`src/rtl/fade_pkg.sv`:
```
// Shared types and constants for the fading-channel frame scheduler.
package fade_pkg;

    typedef enum logic [1:0] {
        IDLE  = 2'd0,
        START = 2'd1,
        RUN   = 2'd2,
        HOLD  = 2'd3
    } fseq_state_t;

    localparam int FADE_M          = 8;
    localparam int FADE_N          = 32;
    localparam int FADE_TW         = 25;
    localparam int FADE_MIN_PERIOD = FADE_M * FADE_N + 16;

endpackage

```
`src/rtl/fade_rx_check.sv`:
```
// Tracks the fader output stream: channel order, per-frame count, frame completion and sequence errors.
module fade_rx_check
    import fade_pkg::*;
#(
    parameter int N = FADE_N
) (
    input  logic        clk,
    input  logic        resetn,
    input  logic        clr_cnt,
    input  logic        in_run,
    input  logic        clr_status,
    input  logic        dv,
    input  logic [4:0]  chan,
    output logic        rx_last,
    output logic        frame_done,
    output logic        seq_err,
    output logic [15:0] frame_count
);

    localparam int CW = $clog2(N + 1);

    logic [CW-1:0] rx_cnt;
    logic [4:0]    exp_chan;
    logic          err_set;

    // The fader walks channels downward, so the N-th output carries channel 0.
    assign rx_last = in_run && dv && (rx_cnt == CW'(N - 1));
    assign err_set = dv && (!in_run || (chan != exp_chan));

    always_ff @(posedge clk or negedge resetn) begin
        if (!resetn) begin
            rx_cnt      <= '0;
            exp_chan    <= 5'(N - 1);
            frame_done  <= 1'b0;
            seq_err     <= 1'b0;
            frame_count <= '0;
        end else begin
            if (clr_cnt) begin
                rx_cnt   <= '0;
                exp_chan <= 5'(N - 1);
            end else if (in_run && dv) begin
                rx_cnt   <= rx_cnt + 1'b1;
                exp_chan <= exp_chan - 1'b1;
            end

            frame_done <= rx_last;

            if (err_set)
                seq_err <= 1'b1;
            else if (clr_status)
                seq_err <= 1'b0;

            if (clr_status)
                frame_count <= '0;
            else if (rx_last)
                frame_count <= frame_count + 16'd1;
        end
    end

endmodule

```
`src/rtl/fade_sequencer.sv`:
```
// Frame scheduler: issues periodic fader starts with an advancing time index and supervises each sweep.
//
//   state | meaning
//   IDLE  | waiting for enable
//   START | one-cycle start pulse, time index latched, period counter loaded
//   RUN   | collecting the N fader outputs of this frame
//   HOLD  | frame complete, waiting out the rest of the period
module fade_sequencer
    import fade_pkg::*;
#(
    parameter int M          = FADE_M,
    parameter int N          = FADE_N,
    parameter int TW         = FADE_TW,
    parameter int PW         = 16,
    parameter int MIN_PERIOD = M * N + 16
) (
    input  logic          clk,
    input  logic          resetn,
    input  logic          enable,
    input  logic [PW-1:0] period,
    input  logic [TW-1:0] t_step,
    input  logic          load_t,
    input  logic [TW-1:0] t_load_val,
    input  logic          clr_status,
    output logic          fader_start,
    output logic [TW-1:0] fader_t_index,
    input  logic          fader_dv,
    input  logic [4:0]    fader_chan,
    output logic          frame_done,
    output logic [15:0]   frame_count,
    output logic          timeout,
    output logic          seq_err,
    output logic          busy
);

    fseq_state_t   state_q, state_d, rearm;
    logic [PW-1:0] cnt;
    logic [PW-1:0] p_eff;
    logic [TW-1:0] t_cur;
    logic [TW-1:0] t_idx_q;
    logic [TW-1:0] start_val;
    logic          tc;
    logic          timeout_set;
    logic          rx_last;
    logic          in_start;
    logic          in_run;

    assign in_start  = (state_q == START);
    assign in_run    = (state_q == RUN);
    assign p_eff     = (period < PW'(MIN_PERIOD)) ? PW'(MIN_PERIOD) : period;
    // Counter is loaded with P-1 in START; expiring at 1 puts the next START exactly P cycles later.
    assign tc        = (cnt == PW'(1));
    assign start_val = load_t ? t_load_val : t_cur;
    assign rearm     = enable ? START : IDLE;

    assign fader_start   = in_start;
    assign fader_t_index = in_start ? start_val : t_idx_q;
    assign busy          = (state_q != IDLE);

    always_comb begin
        state_d     = state_q;
        timeout_set = 1'b0;
        unique case (state_q)
            IDLE:  if (enable) state_d = START;
            START: state_d = RUN;
            RUN: begin
                if (rx_last) begin
                    state_d = tc ? rearm : HOLD;
                end else if (tc) begin
                    timeout_set = 1'b1;
                    state_d     = rearm;
                end
            end
            HOLD:  if (tc) state_d = rearm;
            default: state_d = IDLE;
        endcase
    end

    always_ff @(posedge clk or negedge resetn) begin
        if (!resetn) begin
            state_q <= IDLE;
            cnt     <= '0;
            t_cur   <= '0;
            t_idx_q <= '0;
            timeout <= 1'b0;
        end else begin
            state_q <= state_d;

            if (in_start) begin
                cnt     <= p_eff - 1'b1;
                t_cur   <= start_val + t_step;
                t_idx_q <= start_val;
            end else begin
                if (load_t)
                    t_cur <= t_load_val;
                if ((state_q == RUN || state_q == HOLD) && cnt != '0)
                    cnt <= cnt - 1'b1;
            end

            if (timeout_set)
                timeout <= 1'b1;
            else if (clr_status)
                timeout <= 1'b0;
        end
    end

    fade_rx_check #(.N(N)) u_rx_check (
        .clk         (clk),
        .resetn      (resetn),
        .clr_cnt     (in_start),
        .in_run      (in_run),
        .clr_status  (clr_status),
        .dv          (fader_dv),
        .chan        (fader_chan),
        .rx_last     (rx_last),
        .frame_done  (frame_done),
        .seq_err     (seq_err),
        .frame_count (frame_count)
    );

endmodule

```
`config.mk`:
```
export PLATFORM = sky130hd
export DESIGN_NAME = fade_sequencer
export DESIGN_NICKNAME = d
export VERILOG_FILES = /design/src/rtl/fade_pkg.sv /design/src/rtl/fade_rx_check.sv /design/src/rtl/fade_sequencer.sv
export SDC_FILE = /design/constraint.sdc
export NUM_CORES = 1
export LEC_CHECK = 0
export ABC_AREA = 1
export CORE_MARGIN = 10
export CORE_UTILIZATION = 25
export CTS_CLUSTER_DIAMETER = 50
export CTS_CLUSTER_SIZE = 30
export DETAILED_ROUTE_END_ITERATION = 7
export SLEW_MARGIN = 20
export SYNTH_ARGS = -nofsm -noshare
export SYNTH_HDL_FRONTEND = slang
export SYNTH_SLANG_ARGS = --single-unit
```
`constraint.sdc`:
```
create_clock -name clk -period 3.2 [get_ports clk]
set_input_delay 0.96 -clock clk [delete_from_list [all_inputs] [get_ports clk]]
set_output_delay 0.96 -clock clk [all_outputs]
set_load 0.005 [all_outputs]
```
==> metrics, run 1 <==
status complete, no violations; number of synthesized flops with an enable pin 0; area fraction of the dominant cell type after synthesis 0.346; routed wire length approximately 22000 um; Core ar. about 26000 sq um; Synth area leader dfrtp_1; Max FO, Critical Path 5; area grow syn2layout 38.7%; post-route design area around 9300 sq um; Clock Power Share 0.195; Final Hold Vio Count 0; drt first pass iters 5; initial antenna violation count 1; r2r setup slk about 0.86 ns; Vias/cell approximately 4.6; synthesized cell area roughly 6700 sq um; Gate power share 0.469; Tot GR Track Use 0.129; Pwr Density 610 nW/um^2; worst skew pair latency around 0.36 ns; pre-CTS WS -0.597 ns; DIE AREA ~34000 sq um; P_int between 3 and 4 mW; I/O pins about 120; Worst Hold Class primary input to async pin; Worst Setup SP load_t; maximum capacitance violations 0; detailed-route wire length per cell ~15 um; Sink Count 98; wire length of the first global-routing pass around 35000 um; Starting DRT DRC Count 386; share of layout cells above drive strength 1 0.145; Tmin final about 3.1 ns; total CTS buffers 9; largest net degree at the start of global routing 56; critical path required time around 2.2 ns; net load switching power ~2.2 mW; port bufs about 120; most common cell in the netlist nand2_1; synth unique cells between 50 and 60; critical path endpoint fader_t_index[9]; ys async rst share 1.00; dpl hpwl roughly 17000 um; CTS Hold Bufs 0; CTS tree built; dpl cells between 1000 and 1500; number of global-route vias before repair 6720; Worst-path clk slew approximately 0.080 ns; # fillers 2767; total grt overflow 0; Reg power frac 0.336; FF-to-FF End t_cur[21]; FP Rows 59; fin util 0.354; CP Launch Type primary input; Final nets 1236; CP Capture Type output port; Multi-input gate area around 3800 sq um; clk buf depth 2; Avg Inst Size Synth 7.22 sq um; Final Cycle Share 0.983; number of setup violations in the final report 0; Reg area 2460 sq um; fin. max-slew vios 0; Mapped Nets roughly 1000; R2R cell count 11; Synth top cells by count nand2_1 (281), inv_1 (95), dfrtp_1 (93); # DRC 0; Die W ~180 um; yosys warns 0; chip height 184 um; Net Sw Frac 0.392; Pleak around 4.5 nW; Vias a little under 7000; synth top area cells dfrtp_1 (35%), nand2_1 (16%), o21ai_0 (6.2%), ha_1 (5.4%), inv_1 (5.3%); RSZ-0062 raised after global routing false; WP data arrival between 2 and 2.5 ns; Worst-Margin Slew about 0.5 ns; Initial Utilization 0.256; Crit Path Class primary input to output port; H-tree levels 3; placed inst area about 9000 sq um; Setup Skew about 0.0067 ns; Final WS setup roughly 0.055 ns; CTS Root Buffer Type clkbuf_16; Synth Flop Type dfrtp_1; RR Startpoint t_cur[6]; VDD IR max around 0.00023 V; slew margin rel. 0.673; GPL Wtd Cong around 0.9; f_max about 0.32 GHz; Syn Inst Count approximately 930; Synth Register Bits ~100; Antenna Violating Nets Remaining 0; Layout Cells excl Fill 1470; post-synthesis sequential area ratio 0.366; Total Power approximately 5.7 mW
## sequential cells by signal (all words and copies together) (netlist names)
name and flops:
cnt 16, t_idx_q 25, u_rx_check.frame_done 1, state_q 2, u_rx_check.exp_chan 5, u_rx_check.rx_cnt 6, t_cur 25, u_rx_check.seq_err 1
u_rx_check.frame_count 16, timeout 1
## metrics by stage
step	setup TNS (ns)	hold WS [ns]
floorplan	0	0.449
global placement	-19.86	0.462
detailed placement	-20.71	0.462
CTS	-0.371	0.469
global route	0	0.475
finish	0	0.469
## worst max-delay path: stages
cell and delay, ns:
buf_4 0.15, bufbuf_16 0.29, mux2_2 0.37, nand2_1 0.07
nand2_1 0.06, dlygate4sd2_1 0.27
## how the worst min path moves through the flow
stage | cells past startpoint | endpoint | slack [ns] | from
floorplan | 2 | cnt[3] | 0.45 | cnt[3]
global placement | 2 | t_idx_q[3] | 0.46 | t_idx_q[3]
detailed placement | 2 | t_idx_q[2] | 0.46 | t_idx_q[2]
CTS | 1 | t_cur[23] | 0.47 | resetn
global route | 1 | t_cur[23] | 0.48 | resetn
finish | 1 | t_cur[23] | 0.47 | resetn
## kinds of logic after synthesis
logic type                 after synthesis  synth area share
and+or+nand+nor                        480             0.315
AOI/OAI and AO/OA                      157             0.126
buffers and inverters                  121            0.0700
DFF                                     98             0.366
adders and majority gates               30            0.0570
xor gates and xnor gates                24            0.0313
muxes                                   21            0.0352
## timing repair
item | CTS | global route
pin swaps | 2 | 0
setup buffers | 0 | 0
resized for setup | 34 | 14
endpoints found under the setup margin | 42 | 13
gates cloned | 2 | 0
## area by class of cell
type | instances | area share
well taps | 335 | 0.0450
flip-flops and latches | 98 | 0.264
clock buffers | 9 | 0.0242
multi-input cells | 712 | 0.409
repair buffers | 208 | 0.209
diodes | 1 | 0.000269
inverters | 100 | 0.0412
clock inverters | 7 | 0.00658
## power groups by stage
stage               logic [mW]  registers, mW  clock network [mW]
finish                    2.66           1.91                1.11
global route              3.03           1.95                1.20
CTS                       2.70           1.91                1.14
detailed placement        2.77           1.93                   0
global placement          2.74           1.92                   0
floorplan                 1.55           1.87                   0
## metal layers
layer,GRT usage,part of all wire,up-vias
li1,-,-,3456
met1,0.177,0.50,3131
met2,0.201,0.44,122
met3,0.0273,0.038,17
met4,0.0315,0.016,0
met5,0,0,-
## cells in the final DEF (no fill, tap or decap), types with 9 or more instances in the layout
master           instances
mux2_2                  19
buf_4                   81
nor3_1                  13
xnor2_1                 13
clkbuf_16                9
nand2_1                281
ha_1                    29
dlygate4sd2_1           19
nand3_1                 60
xor2_1                  11
o21ai_0                 75
clkdlybuf4s50_1         95
nor2_1                  75
o21ai_1                 11
a21oi_1                 49
dfrtp_1                 93
inv_1                   94
nand4_1                 16
Note: power is estimated with default switching activity, not from simulation.
==> run 2: changes to the inputs <==
--- a/config.mk
+++ b/config.mk
@@ -6,10 +6,10 @@
 export NUM_CORES = 1
 export LEC_CHECK = 0
 export ABC_AREA = 1
+export ABC_CLOCK_PERIOD_IN_PS = 3200
 export CORE_MARGIN = 10
 export CORE_UTILIZATION = 25
 export CTS_CLUSTER_DIAMETER = 50
-export CTS_CLUSTER_SIZE = 30
 export DETAILED_ROUTE_END_ITERATION = 7
 export SLEW_MARGIN = 20
 export SYNTH_ARGS = -nofsm -noshare
==> results of run 2 <==
Final layout, timing and power as in run 1 (identical DEF).
==> run 3: changes to the inputs <==
--- a/config.mk
+++ b/config.mk
@@ -11,6 +11,7 @@
 export CORE_UTILIZATION = 25
 export CTS_CLUSTER_DIAMETER = 50
 export DETAILED_ROUTE_END_ITERATION = 7
+export SETUP_SLACK_MARGIN = 0.05
 export SLEW_MARGIN = 20
 export SYNTH_ARGS = -nofsm -noshare
 export SYNTH_HDL_FRONTEND = slang
==> run 3 against run 2 <==
Clock-buffer cell count unchanged; via count up 0.65%; cell area up 0.99%; final cell count up 0.75%; power up 0.48%; fmax up 1.0%; register-to-register slack better by 0.04 ns; worst setup slack better by 0.031 ns; combinational power about the same; die area unchanged.
==> metrics, run 3 (same netlist as run 1, synthesis figures left out) <==
Max FO, Critical Path 3 (was 5); GPL Wtd Cong 0.865 (was 0.902); RSZ-0062 raised after global routing false (unchanged); Pwr Density 607 nW/um^2 (was 610 nW/um^2); post-route design area 9410 sq um (was 9320 sq um); total grt overflow 0 (unchanged); Worst-Margin Slew 0.592 ns (was 0.490 ns); Antenna Violating Nets Remaining 0 (unchanged); Layout Cells excl Fill 1481 (was 1470); dpl cells 1456 (was 1451); Final Hold Vio Count 0 (unchanged); WP data arrival 2.15 ns (was 2.19 ns); Starting DRT DRC Count 349 (was 386); largest net degree at the start of global routing 56 (unchanged); Final nets 1248 (was 1236); routed wire length 21600 um (was 21800 um); CTS Hold Bufs 0 (unchanged); drt first pass iters 6 (was 5); Tmin final 3.11 ns (was 3.15 ns); Core ar. 26300 sq um (unchanged); placed inst area 8990 sq um (was 8970 sq um); # fillers 2763 (was 2767); share of layout cells above drive strength 1 0.158 (was 0.145); f_max 0.321 GHz (was 0.318 GHz); CP Launch Type primary input (unchanged); number of setup violations in the final report 0 (unchanged); Total Power 5.71 mW (was 5.68 mW); # DRC 0 (unchanged); Vias/cell 4.57 (was 4.58); area grow syn2layout 40.0% (was 38.7%); Top Registers t_cur (25), t_idx_q (25) (unchanged); number of global-route vias before repair 6788 (was 6720); Initial Utilization 0.256 (unchanged); initial antenna violation count 0 (was 1); Crit Path Class primary input to output port (unchanged); Die W 184 um (unchanged); wire length of the first global-routing pass 35400 um (about the same); status complete, no violations (unchanged); Final Cycle Share 0.973 (was 0.983); worst skew pair latency 0.37 ns (was 0.36 ns); detailed-route wire length per cell 14.6 um (was 14.8 um); VDD IR max 0.000225 V (was 0.000235 V); Sink Count 98 (unchanged); Worst-path clk slew 0.07 ns (was 0.08 ns); Tot GR Track Use 0.129 (about the same); Setup Skew 0.0144 ns (was 0.00673 ns); slew margin rel. 0.606 (was 0.673); setup TNS 0 ns (unchanged); Diodes inserted 0 (was 1); commonest non-fill, non-tap cell in the layout nand2_1 (unchanged); Vias 6770 (was 6726); FP Rows 59 (unchanged); Pleak 4.58 nW (was 4.54 nW); dpl hpwl 16600 um (was 16800 um); fin. max-slew vios 0 (unchanged); CTS Root Buffer Type clkbuf_16 (unchanged); CTS tree built (unchanged); Worst Hold Class register to register (was primary input to async pin); critical path required time 2.24 ns (about the same); CP Capture Type output port (unchanged); chip height 184 um (unchanged); DIE AREA 33800 sq um (unchanged); H-tree levels 3 (unchanged); clk buf depth 2 (unchanged); commonest cells after routing, fill and taps aside nand2_1 (281), inv_1 (94), dfrtp_1 (93), clkdlybuf4s50_1 (93), buf_4 (93) (was nand2_1 (281), clkdlybuf4s50_1 (95), inv_1 (94)); I/O pins 123 (unchanged); port bufs 122 (unchanged); total CTS buffers 9 (unchanged); maximum capacitance violations 0 (unchanged)
run 3: final cells by class:
type                    instances  area [sq um]  area share
multi-input cells             712          3840       0.408
flip-flops and latches         98          2460       0.261
repair buffers                220          2020       0.215
well taps                     335           419      0.0446
inverters                     100           384      0.0408
clock buffers                   9           225      0.0239
clock inverters                 7          65.1     0.00692
run 3: worst paths after layout:
path	startpoint	to	slack, ns	cells past startpoint
worst max register to register	cnt[0]	cnt[9]	0.90	11
worst min-delay path	t_idx_q[15]	t_idx_q[15]	0.47	2
min in group asynchronous	resetn	t_cur[23]	0.59	1
max in group asynchronous	resetn	u_rx_check.exp_chan[0]	1.85	2
worst max-delay path	t_load_val[11]	fader_t_index[11]	0.09	5
worst min register to register	t_idx_q[15]	t_idx_q[15]	0.47	2
run 3: timing repair:
item,CTS,global route
pin swaps,3,2
setup buffers,5,2
setup endpoints to repair,42,24
gates resized for setup,40,16
gates cloned,2,0
run 3: through the flow:
step	hold WS (ns)	setup WS, ns	utilization
4_1_cts	0.477	0.0586	0.356
3_5_place_dp	0.460	-0.570	0.342
2_1_floorplan	0.449	0.0651	-
5_1_grt	0.498	0.0537	0.358
3_3_place_gp	0.460	-0.542	0.342
6_report	0.473	0.0863	0.358
run 3: report_power, final:
group	total [mW]	internal, mW	switching (mW)
Combinational	2.68	1.24	1.44
Sequential	1.91	1.68	0.226
Clock	1.12	0.550	0.568
run 3: per-layer routing:
layer / global-route usage / vias up / part of all wire
met5: 0 / - / 0
met1: 0.173 / 3150 / 0.49
met4: 0.0338 / 0 / 0.0099
met3: 0.0259 / 13 / 0.047
met2: 0.206 / 116 / 0.45
li1: - / 3491 / -
run 3: worst max-delay path, cell delays in order:
cell and delay [ns]:
clkdlybuf4s50_1 0.45, mux2_2 0.31, nand2_1 0.07, nand2_1 0.08, dlygate4sd2_1 0.28
